==> src/rtl/seq_magnitude_compare.sv <==
// Multi-cycle magnitude comparator: DIGIT bits per clock, MSB digit first.
// Ports: iClk/iRst, iStart/iSigned/iData_a/iData_b in; oBusy/oDone/oResult/oDigits out.
module seq_magnitude_compare #(
    parameter  int WIDTH = 32,
    parameter  int DIGIT = 4,
    localparam int NDIG  = WIDTH / DIGIT,
    localparam int CW    = $clog2(NDIG + 1)
) (
    input  logic             iClk,
    input  logic             iRst,
    input  logic             iStart,
    input  logic             iSigned,
    input  logic [WIDTH-1:0] iData_a,
    input  logic [WIDTH-1:0] iData_b,
    output logic             oBusy,
    output logic             oDone,
    output logic [2:0]       oResult,
    output logic [CW-1:0]    oDigits
);

    generate
        if (DIGIT < 1 || DIGIT > WIDTH || (WIDTH % DIGIT) != 0) begin : g_bad_cfg
            $error("WIDTH must be a multiple of DIGIT");
        end
    endgenerate

    typedef enum logic {
        IDLE,
        CMP
    } state_t;

    state_t           state_q, state_d;
    logic [WIDTH-1:0] a_q, a_d;
    logic [WIDTH-1:0] b_q, b_d;
    logic [CW-1:0]    cnt_q, cnt_d;
    logic [CW-1:0]    dig_q, dig_d;
    logic [2:0]       res_q, res_d;
    logic             done_q, done_d;

    logic [CW-1:0]    cnt_inc;
    logic [DIGIT-1:0] top_a;
    logic [DIGIT-1:0] top_b;
    logic [WIDTH-1:0] msb_mask;

    // Flipping the sign bit maps two's-complement order onto unsigned order.
    assign msb_mask = {iSigned, {(WIDTH-1){1'b0}}};
    assign top_a    = a_q[WIDTH-1 -: DIGIT];
    assign top_b    = b_q[WIDTH-1 -: DIGIT];
    assign cnt_inc  = cnt_q + CW'(1);

    always_comb begin
        state_d = state_q;
        a_d     = a_q;
        b_d     = b_q;
        cnt_d   = cnt_q;
        dig_d   = dig_q;
        res_d   = res_q;
        done_d  = 1'b0;
        unique case (state_q)
            IDLE: begin
                if (iStart) begin
                    a_d     = iData_a ^ msb_mask;
                    b_d     = iData_b ^ msb_mask;
                    cnt_d   = '0;
                    state_d = CMP;
                end
            end
            CMP: begin
                cnt_d = cnt_inc;
                if (top_a != top_b) begin
                    res_d   = (top_a > top_b) ? 3'b100 : 3'b001;
                    dig_d   = cnt_inc;
                    done_d  = 1'b1;
                    state_d = IDLE;
                end else if (cnt_inc == CW'(NDIG)) begin
                    res_d   = 3'b010;
                    dig_d   = cnt_inc;
                    done_d  = 1'b1;
                    state_d = IDLE;
                end else begin
                    a_d = a_q << DIGIT;
                    b_d = b_q << DIGIT;
                end
            end
            default: state_d = IDLE;
        endcase
    end

    always_ff @(posedge iClk or posedge iRst) begin
        if (iRst) begin
            state_q <= IDLE;
            a_q     <= '0;
            b_q     <= '0;
            cnt_q   <= '0;
            dig_q   <= '0;
            res_q   <= 3'b000;
            done_q  <= 1'b0;
        end else begin
            state_q <= state_d;
            a_q     <= a_d;
            b_q     <= b_d;
            cnt_q   <= cnt_d;
            dig_q   <= dig_d;
            res_q   <= res_d;
            done_q  <= done_d;
        end
    end

    assign oBusy   = (state_q == CMP);
    assign oDone   = done_q;
    assign oResult = res_q;
    assign oDigits = dig_q;

endmodule

==> config.mk <==
export PLATFORM = sky130hd
export DESIGN_NAME = seq_magnitude_compare
export DESIGN_NICKNAME = d
export VERILOG_FILES = /design/src/rtl/seq_magnitude_compare.sv
export SDC_FILE = /design/constraint.sdc
export NUM_CORES = 1
export LEC_CHECK = 0
export BUFFER_PORTS_ARGS = -buffer_cell sky130_fd_sc_hd__buf_2
export CORE_ASPECT_RATIO = 1.4
export CORE_MARGIN = 3
export CORE_UTILIZATION = 45
export DETAILED_ROUTE_END_ITERATION = 8
export PLACE_DENSITY = 0.67
export SLEW_MARGIN = 20
export SYNTH_ARGS = -nofsm -noshare
export SYNTH_HDL_FRONTEND = slang
export SYNTH_SLANG_ARGS = --single-unit
==> constraint.sdc <==
create_clock -name iClk -period 2.75 [get_ports iClk]
set_input_delay 0.1375 -clock iClk [delete_from_list [all_inputs] [get_ports iClk]]
set_output_delay 0.1375 -clock iClk [all_outputs]
set_load 0.03 [all_outputs]
==> impl_summary.log <==
[metrics] yosys warns: 0
[metrics] first-pass GRT wire length: 12400 µm
[metrics] final clock skew: 4.18 ps
[metrics] minimum setup slack in the final design: 348 ps
[metrics] number of synthesized register bits: 77
[metrics] CP delay by family, top: simple AND/OR/NAND/NOR gates
[metrics] maximum net fanout on the critical path: 22
[metrics] # resized after CTS: 0
[metrics] detailed router's first-iteration violation count: 102
[metrics] Worst slew margin: 0.602
[metrics] sum of net half-perimeters after detailed placement: 5300 µm
[metrics] most frequently used cell type in the post-synthesis netlist: mux2_2
[metrics] Clock Pin Slew Worst Setup and Hold Paths: 60 ps
[metrics] Antenna Diode Count: 0
[metrics] arrival time at the worst endpoint: 2620 ps
[metrics] post-route fraction of the period consumed by the critical path: 0.873
[metrics] number of hold-slack violations in the final timing report: 0
[metrics] Worst Hold Margin: 30.6 ps
[metrics] sink count of the clock tree: 77
[metrics] Final Cell Area: 0.00462 mm²
[metrics] max_cap viols: 0
[metrics] net count of the mapped netlist: 347
[metrics] CTS root buf: clkbuf_16
[metrics] Chip Height: 116 µm
[metrics] endpoints failing setup: 0
[metrics] Tot GR Track Use: 0.164
[metrics] list of cells traversed by the critical path: ha_1, nand4_1, and2_1, or3_4, inv_4, buf_12, mux2_2
[metrics] average detailed-routed wire length per instance: 16.0 µm
[metrics] maximum frequency from static timing analysis: 416 MHz
[metrics] Total Neg Setup Slack: 0 ps
[metrics] Static Leak: 2.17 nW
[metrics] gate count of the mapped netlist: 274
[metrics] Total Power: 0.00598 W
[metrics] post-DR vias/cell: 5.04
[metrics] path type of the worst setup path: register to register
[metrics] number of CTS-inserted buffers: 9
[metrics] number of antenna violations at the first check in global routing: 1
[metrics] Worst Setup End Kind: register
[metrics] CTS H-Tree Depth: 3
[metrics] die outline area: 0.00978 mm²
[metrics] relative area change from synthesis to final layout: 19.3%
[metrics] count of port buffers added during placement: 76
[metrics] largest net degree at the start of global routing: 37
[metrics] DR DRC count: 0
[metrics] setup fix buffers added after clock tree synthesis: 0
[metrics] horizontal die dimension: 84.4 µm
[metrics] gr ovfl total: 0
[metrics] cells taking the most area after synthesis: dfrtp_1, mux2_2, mux2_4
[metrics] core area: 0.00830 mm²
[metrics] async set-reset flop share out of synthesis: 1.00
[metrics] unrepaired setup endpoints after global routing: no
[metrics] placed standard-cell area: 0.00433 mm²
[metrics] biggest cell delay along the critical path: 380 ps
[metrics] Synth Area per Inst: 14.1 µm²
[metrics] transition at the pin with the smallest max-transition slack: 596 ps
[metrics] Cell variety after synth: 30
[metrics] ranking of synthesized cells by instance count: mux2_2, dfrtp_1, mux2_4
[metrics] number of synthesized flops with an enable pin: 0
[metrics] nets: 426
[metrics] critical path's slowest cell: dfrtp_1
[metrics] wire length after detailed routing: 7380 µm
[metrics] standard-cell rows: 39
[metrics] primary flip-flop cell chosen by synthesis mapping: dfrtp_1
[metrics] sequential element share of the synthesized area: 0.497
[metrics] Bufs and invs on worst path: 2
[metrics] shortest period the worst path allows: 2400 ps
[metrics] post-synthesis instance area: 0.00387 mm²
[metrics] via count: 2319
[metrics] portion of synthesized cell area occupied by the leading cell type: 0.497
[metrics] number of top-level design ports: 77
[metrics] clock latency at the later pin of the worst-skew pair: 330 ps
[metrics] vias in the first global route: 2478
[metrics] number of hold buffers added after CTS: 1
[metrics] Worst Hold Class: primary input to register
[metrics] TritonCTS clock tree: yes
[metrics] total count of max-transition violations in the final report: 0
[metrics] result of the run: completed
[metrics] maximum vdd ir drop: 0.601 mV
[metrics] gp weighted congestion: 0.794
[metrics] DR pass1 iterations: 4
[metrics] Worst setup SP type: register
[metrics] initial core utilization: 0.467
[metrics] minimum setup slack after placement: 320 ps
[metrics] fraction of layout instances using a drive strength above 1: 0.570
[metrics] Crit path required time: 2960 ps
[metrics] cell type with the largest total area after synthesis: dfrtp_1
[metrics] buffer levels on the longest clock path: 2
[metrics] remaining antenna violation count: 0
[metrics] power density cells: 1290 mW/mm²
[per-layer routing]
| layer | share of wire | vias to the layer above | GRT usage |
|---|---|---|---|
| li1 | - | 1139 | - |
| met1 | 0.44 | 1115 | 0.213 |
| met2 | 0.49 | 52 | 0.257 |
| met3 | 0.053 | 11 | 0.0484 |
| met4 | 0.018 | 2 | 0.0665 |
| met5 | 0.0012 | - | 0 |
[report_power, final]
group	switching [W]	internal, W	total [W]	leakage [nW]
registers	0.000328	0.00172	0.00205	0.927
logic	0.00114	0.00162	0.00276	1.11
clock network	0.000435	0.000730	0.00116	0.138
total	0.00190	0.00408	0.00598	2.17
[state kept, by name, indices dropped and copies added (netlist names)]
name     cells
a_q         32
b_q         32
cnt_q        4
oBusy        1
oDigits      4
oDone        1
oResult      3
[kinds of logic after synthesis]
kind of cell / count (synthesis) / synth area share
adder cells (fa/ha/maj): 5 / 0.0161
XOR/XNOR: 4 / 0.00904
multiplexers: 116 / 0.358
buffers and inverters: 24 / 0.0436
AO/OA/AOI/OAI: 25 / 0.0468
AND/OR/NAND/NOR: 23 / 0.0294
flip-flops: 77 / 0.497
[through the flow]
step | instances | utilization
after floorplan | 274 | -
after global placement | 443 | 0.522
after detailed placement | 443 | 0.522
after CTS | 460 | 0.557
after global routing | 460 | 0.557
final | 460 | 0.557
[layout make-up]
cell class / instances / area [µm²]
fillers: 708 / 3670
inverters: 8 / 33.8
clock buffers: 15 / 258
multi-input cells: 173 / 1780
clock inverters: 1 / 30.0
well taps: 102 / 128
repair buffers: 84 / 468
flip-flops and latches: 77 / 1930
[worst paths after layout]
check | startpoint | end | slack [ps] | depth (start not counted)
worst min register to register | a_q[12] | a_q[12] | 500 | 1
worst max-delay path | a_q[31] | a_q[9] | 350 | 7
max in group asynchronous | iRst | a_q[17] | 1630 | 4
worst max register to register | a_q[31] | a_q[9] | 350 | 7
worst min-delay path | iData_b[1] | b_q[1] | 30 | 2
min in group asynchronous | iRst | oDigits[2] | 400 | 3
[cell usage in the layout, fill, tap and decap left out, types with 6 or more instances in the layout]
master / synthesis / layout
a21oi_1: 7 / 7
buf_2: 3 / 76
clkbuf_16: 0 / 9
dfrtp_1: 77 / 76
inv_1: 7 / 6
mux2_2: 80 / 80
mux2_4: 25 / 25
mux2i_1: 11 / 11
nand2_1: 9 / 9
Note: power is estimated with default switching activity, not from simulation.
